## src/rtl/mult_result_stage.sv

```systemverilog
// mult_result_stage
//
// Completion stage behind the sequential Booth multiplier. The multiplier
// always computes a signed 32x32 -> 64-bit product. This stage remembers what
// was actually asked for (operands, function, destination tag). When the
// multiplier finishes, it turns the signed product into the requested 32-bit
// result and queues it for the ALU writeback path.
//
// Ports
//   clk, reset        clock; asynchronous active-high reset
//   issue_valid/ready request handshake toward the multiplier
//   issue_a, issue_b  operands (also driven straight to the multiplier)
//   issue_funct       00 MUL, 01 MULH, 10 MULHSU, 11 MULHU
//   issue_tag         destination register id carried with the request
//   mult_product      64-bit signed product from the multiplier
//   mult_valid        one-cycle done pulse from the multiplier
//   res_valid/ready   result FIFO head handshake toward writeback
//   res_data, res_tag FIFO head contents
//   busy              a request is outstanding in the multiplier
//   spurious          one-cycle flag: done pulse arrived when none was expected

module mult_result_stage #(
  parameter int DEPTH = 2,
  parameter int TAG_W = 5
) (
  input  logic             clk,
  input  logic             reset,
  input  logic             issue_valid,
  output logic             issue_ready,
  input  logic [31:0]      issue_a,
  input  logic [31:0]      issue_b,
  input  logic [1:0]       issue_funct,
  input  logic [TAG_W-1:0] issue_tag,
  input  logic [63:0]      mult_product,
  input  logic             mult_valid,
  output logic             res_valid,
  input  logic             res_ready,
  output logic [31:0]      res_data,
  output logic [TAG_W-1:0] res_tag,
  output logic             busy,
  output logic             spurious
);

  localparam int PTR_W = (DEPTH > 1) ? $clog2(DEPTH) : 1;
  localparam int CNT_W = $clog2(DEPTH + 1);
  localparam logic [CNT_W-1:0] DEPTH_CNT = CNT_W'(DEPTH);

  localparam logic [1:0] S_IDLE = 2'd0;
  localparam logic [1:0] S_WAIT = 2'd1;
  localparam logic [1:0] S_CORR = 2'd2;

  localparam logic [1:0] F_MUL    = 2'b00;
  localparam logic [1:0] F_MULH   = 2'b01;
  localparam logic [1:0] F_MULHSU = 2'b10;
  localparam logic [1:0] F_MULHU  = 2'b11;

  logic [1:0]       state_q, state_d;
  logic [31:0]      a_q, a_d;
  logic [31:0]      b_q, b_d;
  logic [1:0]       funct_q, funct_d;
  logic [TAG_W-1:0] tag_q, tag_d;
  logic [63:0]      prod_q, prod_d;
  logic             spurious_q, spurious_d;

  logic [PTR_W-1:0] wr_ptr_q, wr_ptr_d;
  logic [PTR_W-1:0] rd_ptr_q, rd_ptr_d;
  logic [CNT_W-1:0] count_q, count_d;
  logic [31:0]      data_mem_q [DEPTH];
  logic [TAG_W-1:0] tag_mem_q  [DEPTH];

  logic        pending;
  logic        issue_fire;
  logic        push;
  logic        pop;
  logic [31:0] hi_s;
  logic [31:0] corr_a;
  logic [31:0] corr_b;
  logic [31:0] result;

  // Pending covers both waiting for the multiplier and the correction cycle.
  // A new request is held off until the result has been written and there
  // is guaranteed room for it, so a push never meets a full FIFO.
  assign pending     = (state_q != S_IDLE);
  assign issue_ready = !pending && (count_q < DEPTH_CNT);
  assign issue_fire  = issue_valid && issue_ready;
  assign busy        = pending;
  assign spurious    = spurious_q;

  assign push = (state_q == S_CORR);
  assign pop  = (count_q != '0) && res_ready;

  assign res_valid = (count_q != '0);
  assign res_data  = data_mem_q[rd_ptr_q];
  assign res_tag   = tag_mem_q[rd_ptr_q];

  // The multiplier treats both operands as signed. Reinterpreting an operand
  // with bit 31 set as unsigned adds 2^32 times the other operand to the
  // product, so the upper half only needs the other operand added per
  // unsigned operand with its top bit set.
  always_comb begin
    hi_s   = prod_q[63:32];
    corr_a = b_q[31] ? a_q : 32'd0;
    corr_b = a_q[31] ? b_q : 32'd0;
    result = prod_q[31:0];
    case (funct_q)
      F_MUL:    result = prod_q[31:0];
      F_MULH:   result = hi_s;
      F_MULHSU: result = hi_s + corr_a;
      F_MULHU:  result = hi_s + corr_b + corr_a;
      default:  result = prod_q[31:0];
    endcase
  end

  // Sequencing: wait for the done pulse, spend one cycle correcting and
  // writing the FIFO, then go back to accepting requests. A done pulse
  // outside the wait state has no owner, so it is only flagged.
  always_comb begin
    state_d    = state_q;
    a_d        = a_q;
    b_d        = b_q;
    funct_d    = funct_q;
    tag_d      = tag_q;
    prod_d     = prod_q;
    spurious_d = mult_valid && (state_q != S_WAIT);
    case (state_q)
      S_IDLE: begin
        if (issue_fire) begin
          state_d = S_WAIT;
          a_d     = issue_a;
          b_d     = issue_b;
          funct_d = issue_funct;
          tag_d   = issue_tag;
        end
      end
      S_WAIT: begin
        if (mult_valid) begin
          state_d = S_CORR;
          prod_d  = mult_product;
        end
      end
      S_CORR: begin
        state_d = S_IDLE;
      end
      default: begin
        state_d = S_IDLE;
      end
    endcase
  end

  // FIFO bookkeeping; pointers wrap naturally because DEPTH is a power of two.
  always_comb begin
    wr_ptr_d = wr_ptr_q;
    rd_ptr_d = rd_ptr_q;
    count_d  = count_q;
    if (push) begin
      wr_ptr_d = wr_ptr_q + PTR_W'(1);
    end
    if (pop) begin
      rd_ptr_d = rd_ptr_q + PTR_W'(1);
    end
    case ({push, pop})
      2'b10:   count_d = count_q + CNT_W'(1);
      2'b01:   count_d = count_q - CNT_W'(1);
      default: count_d = count_q;
    endcase
  end

  // Control and request registers.
  always_ff @(posedge clk or posedge reset) begin
    if (reset) begin
      state_q    <= S_IDLE;
      a_q        <= '0;
      b_q        <= '0;
      funct_q    <= '0;
      tag_q      <= '0;
      prod_q     <= '0;
      spurious_q <= 1'b0;
      wr_ptr_q   <= '0;
      rd_ptr_q   <= '0;
      count_q    <= '0;
    end else begin
      state_q    <= state_d;
      a_q        <= a_d;
      b_q        <= b_d;
      funct_q    <= funct_d;
      tag_q      <= tag_d;
      prod_q     <= prod_d;
      spurious_q <= spurious_d;
      wr_ptr_q   <= wr_ptr_d;
      rd_ptr_q   <= rd_ptr_d;
      count_q    <= count_d;
    end
  end

  // Result storage is cleared on reset so the head outputs read zero
  // until the first result arrives.
  always_ff @(posedge clk or posedge reset) begin
    if (reset) begin
      for (int i = 0; i < DEPTH; i++) begin
        data_mem_q[i] <= '0;
        tag_mem_q[i]  <= '0;
      end
    end else if (push) begin
      data_mem_q[wr_ptr_q] <= result;
      tag_mem_q[wr_ptr_q]  <= tag_q;
    end
  end

endmodule

```

## config.mk

```make
export PLATFORM = sky130hd
export DESIGN_NAME = mult_result_stage
export DESIGN_NICKNAME = d
export VERILOG_FILES = /design/src/rtl/mult_result_stage.sv
export SDC_FILE = /design/constraint.sdc
export NUM_CORES = 1
export LEC_CHECK = 0
export BUFFER_PORTS_ARGS = -buffer_cell sky130_fd_sc_hd__buf_2
export CAP_MARGIN = 20
export CORE_UTILIZATION = 44
export CTS_BUF_LIST = sky130_fd_sc_hd__clkbuf_4
export DETAILED_ROUTE_END_ITERATION = 8
export SLEW_MARGIN = 20
export SYNTH_ARGS = -nofsm -noshare
export SYNTH_HDL_FRONTEND = slang
export SYNTH_SLANG_ARGS = --single-unit
```

## constraint.sdc

```tcl
create_clock -name clk -period 10.71 [get_ports clk]
set_clock_uncertainty 0.05 [all_clocks]
set_input_delay 2.142 -clock clk [delete_from_list [all_inputs] [get_ports clk]]
set_output_delay 2.142 -clock clk [all_outputs]
set_load 0.02 [all_outputs]
```

==> impl_results.md <==
- Die area: 0.0324 sq mm
- GRT Overall Usage: 25.2%
- Post-Synth XOR/XNOR Area: 3.26%
- Post-DRT Antenna Nets: 0
- Starting Density: 45.2%
- Post-synthesis simple-gate area fraction: 18.8%
- Post-synthesis instance total: 1,507
- Gr ovfl total: 0
- CP arrival: around 5.3 ns
- Crit Path Class: flip-flop to flip-flop
- Cell taking the most area after synthesis: dfrtp_1
- Clock transition at the registers of the reported paths: 0.07 ns
- CTS max path bufs: 3
- Layout cell share with drive strength beyond 1: 24.8%
- Synthesized flop and latch total: 216
- Final WL: 40.5 mm
- Via Count: 11,746
- Worst Reg-to-Reg Cells: 11
- Chip Width: 180 um
- Initial DRC Count: 827
- Max Slew Vio Count: 0
- DP Worst Slack: 6.07 ns
- DR pass1 iterations: 5
- FF-to-FF End: data_mem_q[57]$_DFFE_PP0P_
- Setup Buffers After CTS: 0
- Drt drc: 0
- Status: finished, final reports clean
- Layout fillers: 2,965
- Synth async-reset ratio: 100%
- Syn_area_per_cell: 9.26 sq um
- Compound-Gate Fraction of Synth Area: 13.6%
- R2R Path Start: b_q[31]$_DFFE_PP0P_
- Primary FF master, synth: dfrtp_1
- Flop2flop setup slack: 6.04 ns
- Final hold violations: 0
- Synth cell count leaders: nand2_1 (358), dfrtp_1 (216), mux2_2 (112), clkbuf_1 (89), and2_1 (71)
- Critical Path Sink: data_mem_q[57]$_DFFE_PP0P_
- Vias per Instance: 5.59
- CP Capture Type: flip-flop
- Clk sinks: approximately 220
- Critical Path Start: b_q[31]$_DFFE_PP0P_
- Worst EP required: 11.29 ns
- Initial antenna violation count: 1
- EDFF count, synth: 0
- First-pass GRT wire length: 64.2 mm
- WL per Instance: 19.3 um
- Final #Nets: 1,905
- Maxcap violations: 0
- Final instance area: 0.0159 sq mm
- I/O Pins: 181
- Number of global-route vias before repair: 11,238
- Worst Max-Slew Pin Slew: 1.04 ns
- FP Rows: 64
- CP Launch Type: flip-flop
- Total CTS buffers: between 60 and 70
- Post-synthesis sequential area ratio: 38.7%
- Post-synthesis adder-cell area fraction: 10.3%
- Hold Path Class: flip-flop to flip-flop
- Hold_buf cts: 0
- Fin cells: 2,103
- Synthesis Warnings: 0
- Largest net degree at the start of global routing: 80
- CP Max Fanout: 33
- Fin crit share: approximately 44%
- Mux contribution to synthesized area: 12.2%
- Htree depth: 2
- IO Port Bufs: between 150 and 200
- Post_cts resized: 0
- PnR worst setup slack: 6.04 ns
- Largest family of logic cells by synthesized area: simple AND/OR/NAND/NOR gates
- Clock period minus worst slack: 4.67 ns
- Placed Instances: about 2,000
- Max Freq: 214 MHz
- Syn nets: 1,742
- Post-Syn Area: approximately 0.014 sq mm
- Core Box Area: just over 0.03 sq mm
- Detailed placement HPWL: approximately 30 mm
- Slew Limit Headroom: 30.9%
- Routability cong.: 0.912
- Die Y: 180 um
- CTS tree: done
- Synth area leaders: dfrtp_1 (39%), nand2_1 (9.6%), mux2_2 (9.0%)
- Top cell type's share of synthesized area: 38.7%
- Clk root buf: clkbuf_4
- Worst skew pair latency: 0.75 ns
- RSZ-0062 raised after global routing: false
- Final setup vio count: 0
- Dpl cell area: 0.0151 sq mm
- Setup TNS: 0 ns
- Layout area overhead: 13.6%
- Distinct cell type count after synthesis: 61
- Library cell with the highest instance count after synthesis: nand2_1
## worst max-delay path: stages, from the launching register on
cell	delay [ns]
dfrtp_1	1.01
and2_1	0.33
fa_1	0.44
ha_1	0.45
nand4_1	0.22
nor3_1	0.23
nand3_1	0.11
o31ai_1	0.75
mux2_1	0.38
a221o_1	0.26
a21o_1	0.17
o21ai_1	0.12
## placed cells by master (no fill, tap or decap), drive strengths merged, types with 23 or more instances in the layout
master  Yosys  routed
nand3      24      24
o21ai      73      73
clkbuf     89      86
dfrtp     216     216
a211oi     23      23
inv        25      27
nand2     358     358
ha         62      62
a21oi      70      70
buf         3     192
and2       71      71
xnor2      38      38
a21o       26      26
fa         33      33
mux2      113     113
nor2       55      55
## registers in the layout, summed over array words and instances (netlist names)
name,count
data_mem_q,64
prod_q,64
a_q,32
b_q,32
tag_mem_q,10
tag_q,5
count_q,2
funct_q,2
state_q,2
rd_ptr_q,1
spurious,1
wr_ptr_q,1
## logic make-up (layout without fill, tap and decap cells)
group | after synthesis | in the layout
other cells | 0 | 1
buf+inv | 117 | 316
flops | 216 | 216
fa+ha+maj | 95 | 95
simple gates | 592 | 592
compound gates | 292 | 292
mux | 143 | 143
xor+xnor | 52 | 52
## area by class of cell
cell class | instances | area (sq um) | area share [%]
Sequential cell | 216 | 5410 | 34.1
Multi-Input combinational cell | 1174 | 8120 | 51.2
Clock inverter | 13 | 87.6 | 0.552
Timing Repair Buffer | 192 | 991 | 6.25
Inverter | 25 | 101 | 0.639
Tap cell | 396 | 495 | 3.13
Clock buffer | 86 | 646 | 4.07
Antenna cell | 1 | 2.50 | 0.0158
## per-layer routing
layer  global-route usage, %  up-vias  part of all wire, %
li1                        -     5614                    -
met1                    40.0     5696                   51
met2                    35.2      392                   40
met3                    4.73       44                  7.2
met4                    5.37        0                  1.2
met5                       0        -                    0
## worst min-delay path by stage
stage	slack, ns	cells after the start	start	to
4_1_cts	0.42	2	data_mem_q[5]$_DFFE_PP0P_	data_mem_q[5]$_DFFE_PP0P_
6_report	0.42	2	prod_q[8]$_DFFE_PP0P_	prod_q[8]$_DFFE_PP0P_
3_3_place_gp	0.40	2	data_mem_q[19]$_DFFE_PP0P_	data_mem_q[19]$_DFFE_PP0P_
2_1_floorplan	0.39	2	data_mem_q[19]$_DFFE_PP0P_	data_mem_q[19]$_DFFE_PP0P_
3_5_place_dp	0.41	2	data_mem_q[1]$_DFFE_PP0P_	data_mem_q[1]$_DFFE_PP0P_
5_1_grt	0.44	2	data_mem_q[14]$_DFFE_PP0P_	data_mem_q[14]$_DFFE_PP0P_
## stage by stage
stage               hold slack, ns  util [%]
floorplan                    0.388         -
global placement             0.402      48.9
detailed placement           0.406      48.9
CTS                          0.423      51.3
global route                 0.441      51.3
finish                       0.420      51.3
Power is left out: the tool's default activity adds up to more than one toggle a clock period on the data nets, which glitch-free logic cannot reach.
